[src/rtl/dac_pkg.sv]
// Shared definitions for the AD5313R DAC control path: frame layout,
// command codes, arbiter state encoding and a width helper.
package dac_pkg;

  localparam int FRAME_WIDTH = 24;

  localparam logic [3:0] WR_INPUT  = 4'h1;
  localparam logic [3:0] UPDATE    = 4'h2;
  localparam logic [3:0] WR_UPDATE = 4'h3;
  localparam logic [3:0] RESET     = 4'h6;
  localparam logic [3:0] READBACK  = 4'h9;

  typedef enum logic [1:0] {
    IDLE,
    ISSUE,
    WAIT,
    GAP
  } arb_state_t;

  // Never returns less than 1 so single-entry indices still get a bit.
  function automatic int clog2(input int n);
    int w;
    w = 1;
    while ((1 << w) < n) w++;
    return w;
  endfunction

endpackage

[src/rtl/rr_pick.sv]
// Combinational round-robin priority encoder: first set bit of valid at or
// above ptr, wrapping modulo NUM_REQ.
module rr_pick import dac_pkg::*; #(
  parameter int NUM_REQ = 3,
  parameter int IDX_W   = clog2(NUM_REQ)
) (
  input  logic [NUM_REQ-1:0] valid,
  input  logic [IDX_W-1:0]   ptr,
  output logic               found,
  output logic [IDX_W-1:0]   index
);

  function automatic int wrap(input int v);
    return (v >= NUM_REQ) ? v - NUM_REQ : v;
  endfunction

  // Scan from the farthest offset inward so the hit closest to ptr is kept last.
  always_comb begin
    found = 1'b0;
    index = '0;
    for (int k = NUM_REQ - 1; k >= 0; k--) begin
      if (valid[wrap(int'(ptr) + k)]) begin
        found = 1'b1;
        index = IDX_W'(wrap(int'(ptr) + k));
      end
    end
  end

endmodule

[src/rtl/dac_frame_arbiter.sv]
// Round-robin arbiter/sequencer sharing one AD5313R serial shifter between
// several frame requesters, with completion watchdog and inter-frame gap.
module dac_frame_arbiter import dac_pkg::*; #(
  parameter int NUM_REQ         = 3,
  parameter int FRAME_WIDTH     = dac_pkg::FRAME_WIDTH,
  parameter int WATCH_DOG_WIDTH = 12,
  parameter int GAP_CYCLES      = 4
) (
  input  logic                           sys_clk,
  input  logic                           sys_rst,
  input  logic [NUM_REQ-1:0]             req_valid,
  input  logic [NUM_REQ*FRAME_WIDTH-1:0] req_frame,
  output logic [NUM_REQ-1:0]             req_ready,
  output logic [NUM_REQ-1:0]             req_done,
  output logic                           shf_valid,
  output logic [FRAME_WIDTH-1:0]         shf_frame,
  input  logic                           shf_ready,
  input  logic                           shf_done,
  output logic                           shf_abort,
  output logic                           busy,
  output logic [clog2(NUM_REQ)-1:0]      grant_id,
  output logic                           timeout_err,
  input  logic                           err_clr
);

  localparam int IDX_W = clog2(NUM_REQ);
  localparam int GAP_W = clog2(GAP_CYCLES + 1);

  arb_state_t                 state_q, state_d;
  logic [WATCH_DOG_WIDTH-1:0] wd_q, wd_d;
  logic [GAP_W-1:0]           gap_q, gap_d;
  logic [IDX_W-1:0]           ptr_q, ptr_d;
  logic [IDX_W-1:0]           grant_q, grant_d;
  logic [FRAME_WIDTH-1:0]     frame_q, frame_d;
  logic [NUM_REQ-1:0]         ready_q, ready_d;
  logic [NUM_REQ-1:0]         done_q, done_d;
  logic                       shf_valid_q, shf_valid_d;
  logic                       abort_q, abort_d;
  logic                       err_q, err_d;
  logic                       busy_q, busy_d;
  logic                       err_set;

  logic                       pick_found;
  logic [IDX_W-1:0]           pick_idx;
  logic [FRAME_WIDTH-1:0]     frame_slot [NUM_REQ];

  for (genvar gi = 0; gi < NUM_REQ; gi++) begin : g_slot
    assign frame_slot[gi] = req_frame[gi*FRAME_WIDTH +: FRAME_WIDTH];
  end

  rr_pick #(
    .NUM_REQ (NUM_REQ),
    .IDX_W   (IDX_W)
  ) u_pick (
    .valid (req_valid),
    .ptr   (ptr_q),
    .found (pick_found),
    .index (pick_idx)
  );

  always_comb begin
    state_d     = state_q;
    wd_d        = wd_q;
    gap_d       = gap_q;
    ptr_d       = ptr_q;
    grant_d     = grant_q;
    frame_d     = frame_q;
    shf_valid_d = shf_valid_q;
    ready_d     = '0;
    done_d      = '0;
    abort_d     = 1'b0;
    err_set     = 1'b0;

    case (state_q)
      IDLE: begin
        if (pick_found) begin
          grant_d           = pick_idx;
          frame_d           = frame_slot[pick_idx];
          ready_d[pick_idx] = 1'b1;
          shf_valid_d       = 1'b1;
          wd_d              = '0;
          state_d           = ISSUE;
        end
      end
      ISSUE: begin
        // An accepted handshake beats a watchdog expiry in the same cycle.
        if (shf_ready) begin
          shf_valid_d = 1'b0;
          wd_d        = '0;
          state_d     = WAIT;
        end else if (&wd_q) begin
          shf_valid_d = 1'b0;
          abort_d     = 1'b1;
          err_set     = 1'b1;
          gap_d       = '0;
          state_d     = GAP;
        end else begin
          wd_d = wd_q + 1'b1;
        end
      end
      WAIT: begin
        if (shf_done) begin
          done_d[grant_q] = 1'b1;
          gap_d           = '0;
          state_d         = GAP;
        end else if (&wd_q) begin
          abort_d = 1'b1;
          err_set = 1'b1;
          gap_d   = '0;
          state_d = GAP;
        end else begin
          wd_d = wd_q + 1'b1;
        end
      end
      GAP: begin
        if (gap_q == GAP_W'(GAP_CYCLES - 1)) begin
          state_d = IDLE;
          // Most recent owner drops to lowest priority for the next round.
          if (grant_q == IDX_W'(NUM_REQ - 1)) ptr_d = '0;
          else                                ptr_d = grant_q + 1'b1;
        end else begin
          gap_d = gap_q + 1'b1;
        end
      end
      default: state_d = IDLE;
    endcase

    if (err_set)      err_d = 1'b1;
    else if (err_clr) err_d = 1'b0;
    else              err_d = err_q;

    busy_d = (state_d != IDLE);
  end

  always_ff @(posedge sys_clk) begin
    if (!sys_rst) begin
      state_q     <= IDLE;
      wd_q        <= '0;
      gap_q       <= '0;
      ptr_q       <= '0;
      grant_q     <= '0;
      frame_q     <= '0;
      ready_q     <= '0;
      done_q      <= '0;
      shf_valid_q <= 1'b0;
      abort_q     <= 1'b0;
      err_q       <= 1'b0;
      busy_q      <= 1'b0;
    end else begin
      state_q     <= state_d;
      wd_q        <= wd_d;
      gap_q       <= gap_d;
      ptr_q       <= ptr_d;
      grant_q     <= grant_d;
      frame_q     <= frame_d;
      ready_q     <= ready_d;
      done_q      <= done_d;
      shf_valid_q <= shf_valid_d;
      abort_q     <= abort_d;
      err_q       <= err_d;
      busy_q      <= busy_d;
    end
  end

  assign req_ready   = ready_q;
  assign req_done    = done_q;
  assign shf_valid   = shf_valid_q;
  assign shf_frame   = frame_q;
  assign shf_abort   = abort_q;
  assign busy        = busy_q;
  assign grant_id    = grant_q;
  assign timeout_err = err_q;

endmodule

[config.mk]
export PLATFORM = sky130hd
export DESIGN_NAME = dac_frame_arbiter
export DESIGN_NICKNAME = d
export VERILOG_FILES = /design/src/rtl/dac_pkg.sv /design/src/rtl/rr_pick.sv /design/src/rtl/dac_frame_arbiter.sv
export SDC_FILE = /design/constraint.sdc
export NUM_CORES = 1
export LEC_CHECK = 0
export ABC_AREA = 1
export BUFFER_PORTS_ARGS = -buffer_cell sky130_fd_sc_hd__buf_4
export CAP_MARGIN = 20
export CORE_ASPECT_RATIO = 0.5
export CORE_UTILIZATION = 54
export CTS_CLUSTER_SIZE = 12
export DETAILED_ROUTE_END_ITERATION = 8
export HOLD_SLACK_MARGIN = 0.1
export PLACE_DENSITY = 0.89
export SLEW_MARGIN = 20
export SYNTH_ARGS = -nofsm -noshare
export SYNTH_HDL_FRONTEND = slang
export SYNTH_SLANG_ARGS = --single-unit
[constraint.sdc]
create_clock -name sys_clk -period 3.5 [get_ports sys_clk]
set_clock_uncertainty 0.2 [all_clocks]
set_input_delay 0.35 -clock sys_clk [delete_from_list [all_inputs] [get_ports sys_clk]]
set_output_delay 0.35 -clock sys_clk [all_outputs]
set_load 0.005 [all_outputs]
==> results.sh, run 1 <==
export IMPL_synth_seq_cells=55
export IMPL_finalWirelength_um=8492
export IMPL_drv_slew=0
export IMPL_power_share_of_the_sequential_group_pct=37.2
export IMPL_arrival_ns=2.77
export IMPL_flow_area_growth_from_synthesis_pct=29.89
export IMPL_sw_frac_of_total_pct=33.64
export IMPL_synth_seq_area_share_pct=33.46
export IMPL_drt_first_iter_violations=235
export IMPL_clock_tree_htree_level_count=2
export IMPL_critical_path_startpoint_type="flip-flop"
export IMPL_worstPathRequired_ns=3.49
export IMPL_postCtsHoldBufs=0
export IMPL_dp_final_hpwl_um=6078
export IMPL_period_minus_slack_ns=2.787
export IMPL_initial_utilization_pct=57.92
export IMPL_coreArea_sq_mm=0.005682
export IMPL_worstSetupPathType="reg -> reg"
export IMPL_worst_hold_path_type="in -> reg"
export IMPL_power_leakage_nw=2.101
export IMPL_area_used_by_multi_input_combinational_logic_sq_mm=0.001894
export IMPL_grt_start_max_net_pins=54
export IMPL_clock_power_share_pct=26.5
export IMPL_wl_per_cell_um=12.47
export IMPL_clk_pin_slew_worst_paths_ns=0.07
export IMPL_syn_cell_area_sq_mm=0.003291
export IMPL_root_buffer="sky130_fd_sc_hd__clkbuf_16"
export IMPL_grt_ovfl_total=0
export IMPL_layout_core_utilization_pct=75.23
export IMPL_synth_area_top_cells="sky130_fd_sc_hd__dfxtp_1, sky130_fd_sc_hd__nand2_1, sky130_fd_sc_hd__nor2_1, sky130_fd_sc_hd__nand4_1, sky130_fd_sc_hd__inv_1"
export IMPL_post_synth_inst_count=505
export IMPL_route_antenna_remaining_nets=0
export IMPL_worst_path_max_fanout=27
export IMPL_placement_cell_area_sq_mm=0.004100
export IMPL_design_internal_power_w=0.001460
export IMPL_final_period_utilization_pct=79.64
export IMPL_post_syn_area_per_cell_sq_um=6.516
export IMPL_synth_common_cells="sky130_fd_sc_hd__nand2_1, sky130_fd_sc_hd__nor2_1, sky130_fd_sc_hd__dfxtp_1"
export IMPL_grt_pass1_wl_um=14310
export IMPL_die_area_sq_mm=0.006429
export IMPL_timing_hold_violations_final=0
export IMPL_synth_enable_flop_cells=0
export IMPL_wl_met3_um=421
export IMPL_met2RoutedLength_um=4253
export IMPL_synth_largest_type_area_fraction_pct=33.46
export IMPL_total_routing_resource_utilization_after_global_routing_pct=27.42
export IMPL_gpl_final_weighted_congestion=0.9511
export IMPL_maxSlewHeadroom_pct=56.95
export IMPL_ir_worst_vdd_mv=0.2773
export IMPL_status="finished, final reports clean"
export IMPL_detailed_route_via_count=3603
export IMPL_tritoncts_num_buffers=5
export IMPL_worstSkewPairLatency_ns=0.29
export IMPL_cts_num_sinks=55
export IMPL_drc_violation_count_after_routing=0
export IMPL_cts_post_setup_buffers_inserted=0
export IMPL_die_height_um=57.20
export IMPL_portBuffers=115
export IMPL_timing_critical_path_to_type="flip-flop"
export IMPL_switching_power_of_the_nets_w=0.0007403
export IMPL_postSynth_asyncResetShare_pct=0
export IMPL_topRoutingLayerUsed="met4"
export IMPL_cts_tree="done"
export IMPL_fill_cells=456
export IMPL_seq_area_sq_mm=0.001101
export IMPL_aggregate_negative_setup_slack_ns=0
export IMPL_num_rows=19
export IMPL_setup_repair_after_global_routing_missed_its_margin="no"
export IMPL_ys_warn_count=0
export IMPL_dieWidth_um=112.4
export IMPL_synth_net_count=595
export IMPL_yosys_area_top_type="sky130_fd_sc_hd__dfxtp_1"
export IMPL_placed_cells=673
export IMPL_stdcell_count=681
export IMPL_post_cts_resized=0
export IMPL_antenna_violations_before_repair=0
export IMPL_fin_area_sq_mm=0.004274
export IMPL_io_pin_count=116
export IMPL_layout_cells_sized_above_1_pct=24.67
export IMPL_first_global_vias=3263
export IMPL_max_clock_freq_ghz=0.3588
export IMPL_final_net_count=697
export IMPL_synth_ff_type="sky130_fd_sc_hd__dfxtp_1"
export IMPL_via_density_per_instance=5.291
export IMPL_max_slew_worst_pin_slew_ns=0.6458
export IMPL_firstDrtPassIters=5
export IMPL_cts_path_max_buffers=2
export IMPL_detail_route_wirelength_met1_um=3779
export IMPL_power_density_mw_per_mm2=514.9
export IMPL_power_frac_comb_pct=36.3
export IMPL_drv_max_cap_violation_count=0
export IMPL_setup_viol=0
export IMPL_synthMostInstantiatedCell="sky130_fd_sc_hd__nand2_1"
export IMPL_num_antenna_cells=0
export IMPL_synth_distinct_cells=32
==> through the flow <==
| stage | setup slack, ns | power, W | hold slack, ns |
|---|---|---|---|
| 4_1_cts | 0.7599 | 0.002207 | 0.1311 |
| 3_3_place_gp | 0.8969 | 0.001604 | 0.2505 |
| 2_1_floorplan | 1.512 | 0.001336 | 0.2406 |
| 6_report | 0.7126 | 0.002201 | 0.1301 |
| 3_5_place_dp | 0.8116 | 0.001623 | 0.2678 |
| 5_1_grt | 0.4724 | 0.002348 | 0.1319 |
==> cells by family after synthesis <==
group                      share of synthesized area (%)
DFF                                                33.46
AOI/OAI and AO/OA                                  9.506
adders and majority gates                          3.802
buffers and inverters                              8.973
and+or+nand+nor                                    44.26
==> layout by cell type, fill, tap and decap left out, types with 2 or more instances in the layout <==
cell type	instances
sky130_fd_sc_hd__a211oi_1	3
sky130_fd_sc_hd__a21oi_1	14
sky130_fd_sc_hd__buf_4	115
sky130_fd_sc_hd__clkbuf_16	5
sky130_fd_sc_hd__dfxtp_1	55
sky130_fd_sc_hd__ha_1	10
sky130_fd_sc_hd__inv_1	36
sky130_fd_sc_hd__inv_2	4
sky130_fd_sc_hd__nand2_1	156
sky130_fd_sc_hd__nand2_2	12
sky130_fd_sc_hd__nand3_1	26
sky130_fd_sc_hd__nand3_2	2
sky130_fd_sc_hd__nand3_4	2
sky130_fd_sc_hd__nand3b_1	2
sky130_fd_sc_hd__nand4_1	26
sky130_fd_sc_hd__nor2_1	78
sky130_fd_sc_hd__nor2_4	2
sky130_fd_sc_hd__nor3_1	9
sky130_fd_sc_hd__o21ai_0	24
sky130_fd_sc_hd__o21ai_1	14
sky130_fd_sc_hd__o21bai_1	2
==> state kept, by name (all words and copies together) (netlist names) <==
register	flops
timeout_err	1
grant_id	2
shf_valid	1
req_ready	3
shf_abort	1
wd_q	12
state_q	2
gap_q	3
shf_frame	24
req_done	3
busy	1
ptr_q	2
==> layer usage <==
metal,up-vias,track usage [%]
met4,0,6.095
met1,1654,33.38
met3,5,4.995
li1,1838,-
met5,-,0
met2,106,51.38
==> path summary, 6_finish.rpt <==
path                  from       endpoint  slack [ns]  depth (start not counted)
setup / recovery  ptr_q[1]  shf_frame[23]        0.71                         11
hold / removal     err_clr    timeout_err        0.13                          3
setup reg to reg  ptr_q[1]  shf_frame[23]        0.71                         11
hold reg to reg   gap_q[1]       gap_q[1]        0.28                          2
==> critical path, stage by stage (launching register included) <==
cell and delay, ns:
sky130_fd_sc_hd__dfxtp_1 0.32, sky130_fd_sc_hd__inv_1 0.08, sky130_fd_sc_hd__ha_1 0.35, sky130_fd_sc_hd__nand3_4 0.32, sky130_fd_sc_hd__nand2_2 0.21, sky130_fd_sc_hd__inv_1 0.06, sky130_fd_sc_hd__nand2_2 0.40, sky130_fd_sc_hd__inv_2 0.34
sky130_fd_sc_hd__nand2_1 0.14, sky130_fd_sc_hd__nand2_1 0.06, sky130_fd_sc_hd__nor2_1 0.13, sky130_fd_sc_hd__nor2_1 0.06
==> power by group through the flow <==
stage               Clock (W)  Combinational [W]  Sequential (W)
floorplan                   0           0.000506        0.000829
global placement            0           0.000775        0.000829
detailed placement          0           0.000792        0.000830
CTS                  0.000592           0.000797        0.000818
global route         0.000621           0.000894        0.000833
finish               0.000582           0.000800        0.000819
==> area by class of cell <==
cell class                      count  area share [%]
Multi-Input combinational cell    390           44.32
Tap cell                           73           2.137
Sequential cell                    55           25.76
Timing Repair Buffer              115           20.20
Inverter                           40           3.513
Clock inverter                      2          0.8197
Clock buffer                        6           3.249
Note: power is estimated with default switching activity, not from simulation.
==> run 2: changes to the inputs <==
CORE_UTILIZATION = 50   (was 54)
PLACE_DENSITY = 0.83   (was 0.89)
clock period = 2.7 ns   (was 3.5 ns; I/O delays follow)
==> results.sh, run 2 (synthesized netlist as in run 1, its figures left out) <==
export IMPL_flow_area_growth_from_synthesis_pct=45.40
export IMPL_layout_cells_sized_above_1_pct=23.48
export IMPL_drv_slew=0
export IMPL_finalWirelength_um=10070
export IMPL_setup_ws_ns=0.3149
export IMPL_tritoncts_num_buffers=5
export IMPL_post_cts_resized=0
export IMPL_final_period_utilization_pct=88.34
export IMPL_drc_violation_count_after_routing=0
export IMPL_cts_path_max_buffers=2
export IMPL_timing_critical_path_to_type="flip-flop"
export IMPL_worst_hold_path_type="in -> reg"
export IMPL_max_clock_freq_ghz=0.4193
export IMPL_portBuffers=115
export IMPL_num_antenna_cells=0
export IMPL_worstSkewPairLatency_ns=0.30
export IMPL_ir_worst_vdd_mv=0.3150
export IMPL_total_routing_resource_utilization_after_global_routing_pct=30.55
export IMPL_grt_ovfl_total=0
export IMPL_setup_viol=0
export IMPL_root_buffer="sky130_fd_sc_hd__clkbuf_16"
export IMPL_met2RoutedLength_um=4750
export IMPL_critical_path_startpoint_type="flip-flop"
export IMPL_firstDrtPassIters=5
export IMPL_power_density_mw_per_mm2=599.4
export IMPL_first_global_vias=3657
export IMPL_clk_pin_slew_worst_paths_ns=0.07
export IMPL_via_density_per_instance=5.225
export IMPL_dp_final_hpwl_um=6157
export IMPL_gpl_final_weighted_congestion=0.9186
export IMPL_grt_pass1_wl_um=16390
export IMPL_aggregate_negative_setup_slack_ns=0
export IMPL_worst_r2r_startpoint="ptr_q[0]"
export IMPL_drt_first_iter_violations=233
export IMPL_postCtsHoldBufs=47
export IMPL_cts_tree="done"
export IMPL_worst_r2r_path_depth=13
export IMPL_detail_route_wirelength_met1_um=4290
export IMPL_layout_core_utilization_pct=77.10
export IMPL_route_antenna_remaining_nets=0
export IMPL_arrival_ns=2.43
export IMPL_dieWidth_um=116.7
export IMPL_hold_slack_ns=0.09827
export IMPL_sink_of_the_worst_hold_path="shf_frame[15]"
export IMPL_num_rows=20
export IMPL_maxSlewHeadroom_pct=68.61
export IMPL_cts_post_setup_buffers_inserted=0
export IMPL_die_height_um=59.37
export IMPL_crit_reg2reg_capture="shf_frame[14]"
export IMPL_timing_hold_violations_final=0
export IMPL_worst_path_max_fanout=25
export IMPL_hp_start="req_frame[39]"
export IMPL_drv_max_cap_violation_count=0
export IMPL_fill_cells=461
export IMPL_clock_tree_htree_level_count=2
export IMPL_worstSetupPathType="reg -> reg"
export IMPL_antenna_violations_before_repair=0
export IMPL_die_area_sq_mm=0.006930
export IMPL_io_pin_count=116
export IMPL_layout_cells_most_common="sky130_fd_sc_hd__nand2_1"
export IMPL_initial_utilization_pct=53.02
export IMPL_min_path_cells=5
export IMPL_power_leakage_nw=2.304
export IMPL_pre_cts_ws_ns=0.4500
export IMPL_max_slew_worst_pin_slew_ns=0.4701
export IMPL_flop_to_flop_setup_slack_ns=0.31
export IMPL_coreArea_sq_mm=0.006206
export IMPL_wl_per_cell_um=13.46
export IMPL_status="finished, final reports clean"
export IMPL_worstPathRequired_ns=2.74
export IMPL_detailed_route_via_count=3908
export IMPL_topRoutingLayerUsed="met4"
export IMPL_period_minus_slack_ns=2.385
export IMPL_final_net_count=749
export IMPL_layout_cells_most_common_list="sky130_fd_sc_hd__nand2_1, sky130_fd_sc_hd__buf_4, sky130_fd_sc_hd__nor2_1"
export IMPL_grt_start_max_net_pins=54
export IMPL_setup_repair_after_global_routing_missed_its_margin="no"
export IMPL_cts_num_sinks=55
export IMPL_wl_met3_um=744
export IMPL_largest_register_ffs=24
==> run 2: cell types whose count changed in the layout (fill, tap and decap cells not counted), sizes merged <==
cell	delta
dlygate4sd3	+47
bufinv	-1
buf	+5
clkbuf	-1
clkinvlp	+2
==> run 2: critical path, stage by stage (launching register included) <==
cell and delay [ns]:
sky130_fd_sc_hd__dfxtp_1 0.34, sky130_fd_sc_hd__inv_1 0.06, sky130_fd_sc_hd__ha_1 0.34, sky130_fd_sc_hd__inv_1 0.15, sky130_fd_sc_hd__nand3_1 0.08, sky130_fd_sc_hd__nand2_1 0.07
sky130_fd_sc_hd__nand2_1 0.05, sky130_fd_sc_hd__nand2_1 0.06, sky130_fd_sc_hd__nand2_2 0.18, sky130_fd_sc_hd__inv_2 0.42, sky130_fd_sc_hd__nand2_1 0.15, sky130_fd_sc_hd__nand2_1 0.10
sky130_fd_sc_hd__nor2_1 0.05, sky130_fd_sc_hd__nor2_1 0.07
==> run 2: final cells by class <==
class | instances | area [sq um] | share of cell area (%)
multi-input cells | 390 | 1894 | 39.59
repair buffers | 167 | 1384 | 28.92
flip-flops and latches | 55 | 1101 | 23.01
inverters | 40 | 150.1 | 3.138
clock buffers | 5 | 125.1 | 2.615
well taps | 88 | 110.1 | 2.301
clock inverters | 3 | 20.02 | 0.4184
==> run 2: worst max-delay path by stage <==
stage / slack (ns) / from / endpoint / cells past startpoint
floorplan: 0.71 / ptr_q[0] / shf_frame[11] / 14
CTS: 0.43 / ptr_q[0] / shf_frame[15] / 13
finish: 0.31 / ptr_q[0] / shf_frame[14] / 13
global route: 0.14 / ptr_q[0] / shf_frame[14] / 14
global placement: 0.50 / ptr_q[0] / req_ready[0] / 12
detailed placement: 0.45 / ptr_q[0] / shf_frame[15] / 13
==> run 2: per-layer routing <==
layer  vias up  GRT usage [%]
met5         -              0
met4         0          12.48
met3        27          8.589
met2       156          52.32
met1      1785          36.74
li1       1940              -
==> run 2: power by group <==
part / switching, W / leakage [nW] / internal, W
Combinational: 0.000612 / 1.79 / 0.000542
Clock: 0.000314 / 0.0658 / 0.000343
Sequential: 0.0000898 / 0.451 / 0.000967
Total: 0.00102 / 2.30 / 0.00185
==> run 2: stage by stage <==
step | cells | cell area, sq um | power [W]
global route | 748 | 4785 | 0.003052
floorplan | 505 | 3291 | 0.001732
finish | 748 | 4785 | 0.002868
global placement | 693 | 4169 | 0.002133
detailed placement | 693 | 4169 | 0.002142
CTS | 748 | 4785 | 0.002846
==> run 3: changes to the inputs <==
CORE_UTILIZATION = 49   (was 50)
SYNTH_HIERARCHICAL = 1   (was default)
==> results.sh, run 3 <==
export IMPL_grt_ovfl_total=0
export IMPL_finalWirelength_um=14860
export IMPL_root_buffer="sky130_fd_sc_hd__clkbuf_16"
export IMPL_critical_path_cell_chain="inv_1 -> ha_2 -> nand2_1 -> a21oi_2 -> nor2_1 -> o21ai_2 -> nand2_2 -> inv_2 -> nand2_1 -> inv_2 -> buf_12 -> nand2_1 -> a31oi_1"
export IMPL_synth_distinct_cells=32
export IMPL_dp_final_hpwl_um=5896
export IMPL_clock_tree_htree_level_count=2
export IMPL_flow_area_growth_from_synthesis_pct=64.33
export IMPL_crit_reg2reg_capture="shf_frame[11]"
export IMPL_clock_power_share_pct=30.9
export IMPL_postSynth_asyncResetShare_pct=0
export IMPL_first_global_vias=4086
export IMPL_synth_seq_area_share_pct=37.19
export IMPL_status="complete, but fails checks"
export IMPL_final_net_count=704
export IMPL_firstDrtPassIters=6
export IMPL_die_height_um=56.96
export IMPL_worstSetupPathType="reg -> reg"
export IMPL_power_leakage_nw=2.150
export IMPL_total_routing_resource_utilization_after_global_routing_pct=41.18
export IMPL_stdcell_count=687
export IMPL_largest_register_ffs=24
export IMPL_hold_slack_ns=0.1495
export IMPL_gpl_final_weighted_congestion=0.8789
export IMPL_grt_start_max_net_pins=40
export IMPL_num_rows=19
export IMPL_worstPathRequired_ns=2.68
export IMPL_cpMaxStageDelayCell="sky130_fd_sc_hd__ha_2"
export IMPL_synth_common_cells="sky130_fd_sc_hd__nand2_1, sky130_fd_sc_hd__dfxtp_1, sky130_fd_sc_hd__inv_1"
export IMPL_critical_path_startpoint_type="flip-flop"
export IMPL_critPathBufInv=4
export IMPL_worst_r2r_startpoint="ptr_q[0]"
export IMPL_io_pin_count=116
export IMPL_critical_path_top_delay_family="compound AO/OA/AOI/OAI gates"
export IMPL_synth_ff_type="sky130_fd_sc_hd__dfxtp_1"
export IMPL_ir_worst_vdd_mv=0.3123
export IMPL_post_synth_inst_count=425
export IMPL_critPathMaxStageDelay_ns=0.39
export IMPL_layout_cells_most_common="sky130_fd_sc_hd__buf_4"
export IMPL_synthMostInstantiatedCell="sky130_fd_sc_hd__nand2_1"
export IMPL_grt_pass1_wl_um=20360
export IMPL_drv_slew=0
export IMPL_coreArea_sq_mm=0.005658
export IMPL_placed_cells=603
export IMPL_min_path_cells=3
export IMPL_drv_max_cap_violation_count=0
export IMPL_layout_cells_most_common_list="sky130_fd_sc_hd__buf_4, sky130_fd_sc_hd__nand2_1, sky130_fd_sc_hd__dlygate4sd3_1"
export IMPL_hp_start="req_frame[22]"
export IMPL_via_density_per_instance=6.365
export IMPL_pre_cts_ws_ns=0.2658
export IMPL_dieWidth_um=111.9
export IMPL_syn_cell_area_sq_mm=0.002960
export IMPL_timing_hold_violations_final=0
export IMPL_die_area_sq_mm=0.006375
export IMPL_worst_path_max_fanout=23
export IMPL_arrival_ns=2.92
export IMPL_ys_warn_count=6
export IMPL_timing_critical_path_to_type="flip-flop"
export IMPL_portBuffers=115
export IMPL_wl_per_cell_um=21.63
export IMPL_sink_of_the_worst_hold_path="shf_frame[22]"
export IMPL_initial_utilization_pct=52.32
export IMPL_period_minus_slack_ns=2.943
export IMPL_synth_largest_type_area_fraction_pct=37.19
export IMPL_worst_hold_path_type="in -> reg"
export IMPL_setup_ws_ns=-0.2433
export IMPL_synth_enable_flop_cells=0
export IMPL_maxSlewHeadroom_pct=70.32
export IMPL_power_density_mw_per_mm2=464.9
export IMPL_max_clock_freq_ghz=0.3398
export IMPL_max_slew_worst_pin_slew_ns=0.4418
export IMPL_fill_cells=259
export IMPL_post_syn_area_per_cell_sq_um=6.966
export IMPL_setup_repair_after_global_routing_missed_its_margin="yes"
export IMPL_cts_num_sinks=55
export IMPL_layout_core_utilization_pct=85.98
export IMPL_worstSkewPairLatency_ns=0.31
export IMPL_synth_seq_cells=55
export IMPL_synth_net_count=517
export IMPL_worst_r2r_path_depth=13
export IMPL_drt_first_iter_violations=658
export IMPL_power_share_of_the_sequential_group_pct=41.0
export IMPL_drc_violation_count_after_routing=0
export IMPL_antenna_violations_before_repair=2
export IMPL_clk_pin_slew_worst_paths_ns=0.09
export IMPL_route_antenna_remaining_nets=0
export IMPL_sw_frac_of_total_pct=32.11
export IMPL_tritoncts_num_buffers=5
export IMPL_cts_tree="done"
export IMPL_flop_to_flop_setup_slack_ns=-0.24
export IMPL_failing_checks="negative setup slack"
export IMPL_cts_path_max_buffers=2
export IMPL_synth_area_top_cells="sky130_fd_sc_hd__dfxtp_1, sky130_fd_sc_hd__nand2_1, sky130_fd_sc_hd__a21oi_1, sky130_fd_sc_hd__o21ai_0, sky130_fd_sc_hd__inv_1"
export IMPL_crit_path_frequent_cell="sky130_fd_sc_hd__nand2_1"
export IMPL_switching_power_of_the_nets_w=0.0007261
export IMPL_setup_viol=16
export IMPL_design_internal_power_w=0.001535
export IMPL_detailed_route_via_count=4373
export IMPL_final_period_utilization_pct=109.0
export IMPL_power_frac_comb_pct=28.1
export IMPL_layout_cells_sized_above_1_pct=28.76
export IMPL_yosys_area_top_type="sky130_fd_sc_hd__dfxtp_1"
-- run 3: cell type report --
cell class | count | area (sq um) | share of cell area (%)
flip-flops and latches | 55 | 1102 | 22.66
diodes | 2 | 5.005 | 0.1029
repair inverters | 2 | 15.01 | 0.3086
multi-input cells | 306 | 1660 | 34.13
well taps | 73 | 91.34 | 1.878
repair buffers | 193 | 1654 | 34.00
clock buffers | 6 | 138.9 | 2.855
inverters | 49 | 192.7 | 3.961
clock inverters | 1 | 5.005 | 0.1029
-- run 3: kinds of logic (layout without fill, tap and decap cells) --
group	count (synthesis)	after routing	synth area share, %
other	0	2	0
AO/OA/AOI/OAI	117	117	22.40
adder cells (fa/ha/maj)	12	12	5.072
buffers and inverters	64	251	8.749
AND/OR/NAND/NOR	177	177	26.58
flip-flops	55	55	37.19
-- run 3: tightest hold or removal path: cells and delay by family --
family	cells	cell delay, ns
AO/OA/AOI/OAI	2	0.25
buffers and inverters	1	0.08
-- run 3: worst max path at each step --
stage | start | endpoint | cells past startpoint
floorplan | ptr_q[0] | shf_frame[0] | 14
global placement | ptr_q[0] | shf_frame[6] | 11
detailed placement | ptr_q[1] | shf_frame[6] | 9
CTS | ptr_q[0] | wd_q[9] | 13
global route | ptr_q[0] | shf_frame[11] | 15
finish | ptr_q[0] | shf_frame[11] | 13
-- run 3: metal layers --
metal	share of wire (%)	vias up	global-route usage, %
li1	-	1790	-
met1	34	1950	46.85
met2	42	452	68.94
met3	13	181	10.63
met4	11	0	30.50
met5	0	-	0
-- run 3: what timing repair did --
action	CTS	global route
endpoints found under the setup margin	0	35
hold buffers	72	0
hold endpoints to repair	25	0
setup buffers	0	1
resized for setup	0	25
-- run 3: power groups by stage --
| stage | Clock (W) | Combinational, W | Sequential [W] |
|---|---|---|---|
| 3_3_place_gp | 0 | 0.000431 | 0.000923 |
| 4_1_cts | 0.000661 | 0.000522 | 0.000906 |
| 3_5_place_dp | 0 | 0.000436 | 0.000923 |
| 5_1_grt | 0.000721 | 0.000658 | 0.000928 |
| 6_report | 0.000700 | 0.000635 | 0.000927 |
| 2_1_floorplan | 0 | 0.000200 | 0.000926 |
-- run 3: per-stage QoR --
stage | power, W | cell area [sq um] | TNS [ns]
6_report | 0.002262 | 4865 | -0.8917
5_1_grt | 0.002306 | 4862 | -1.304
4_1_cts | 0.002089 | 4772 | 0
3_5_place_dp | 0.001359 | 3908 | 0
3_3_place_gp | 0.001355 | 3908 | 0
2_1_floorplan | 0.001126 | 2960 | 0
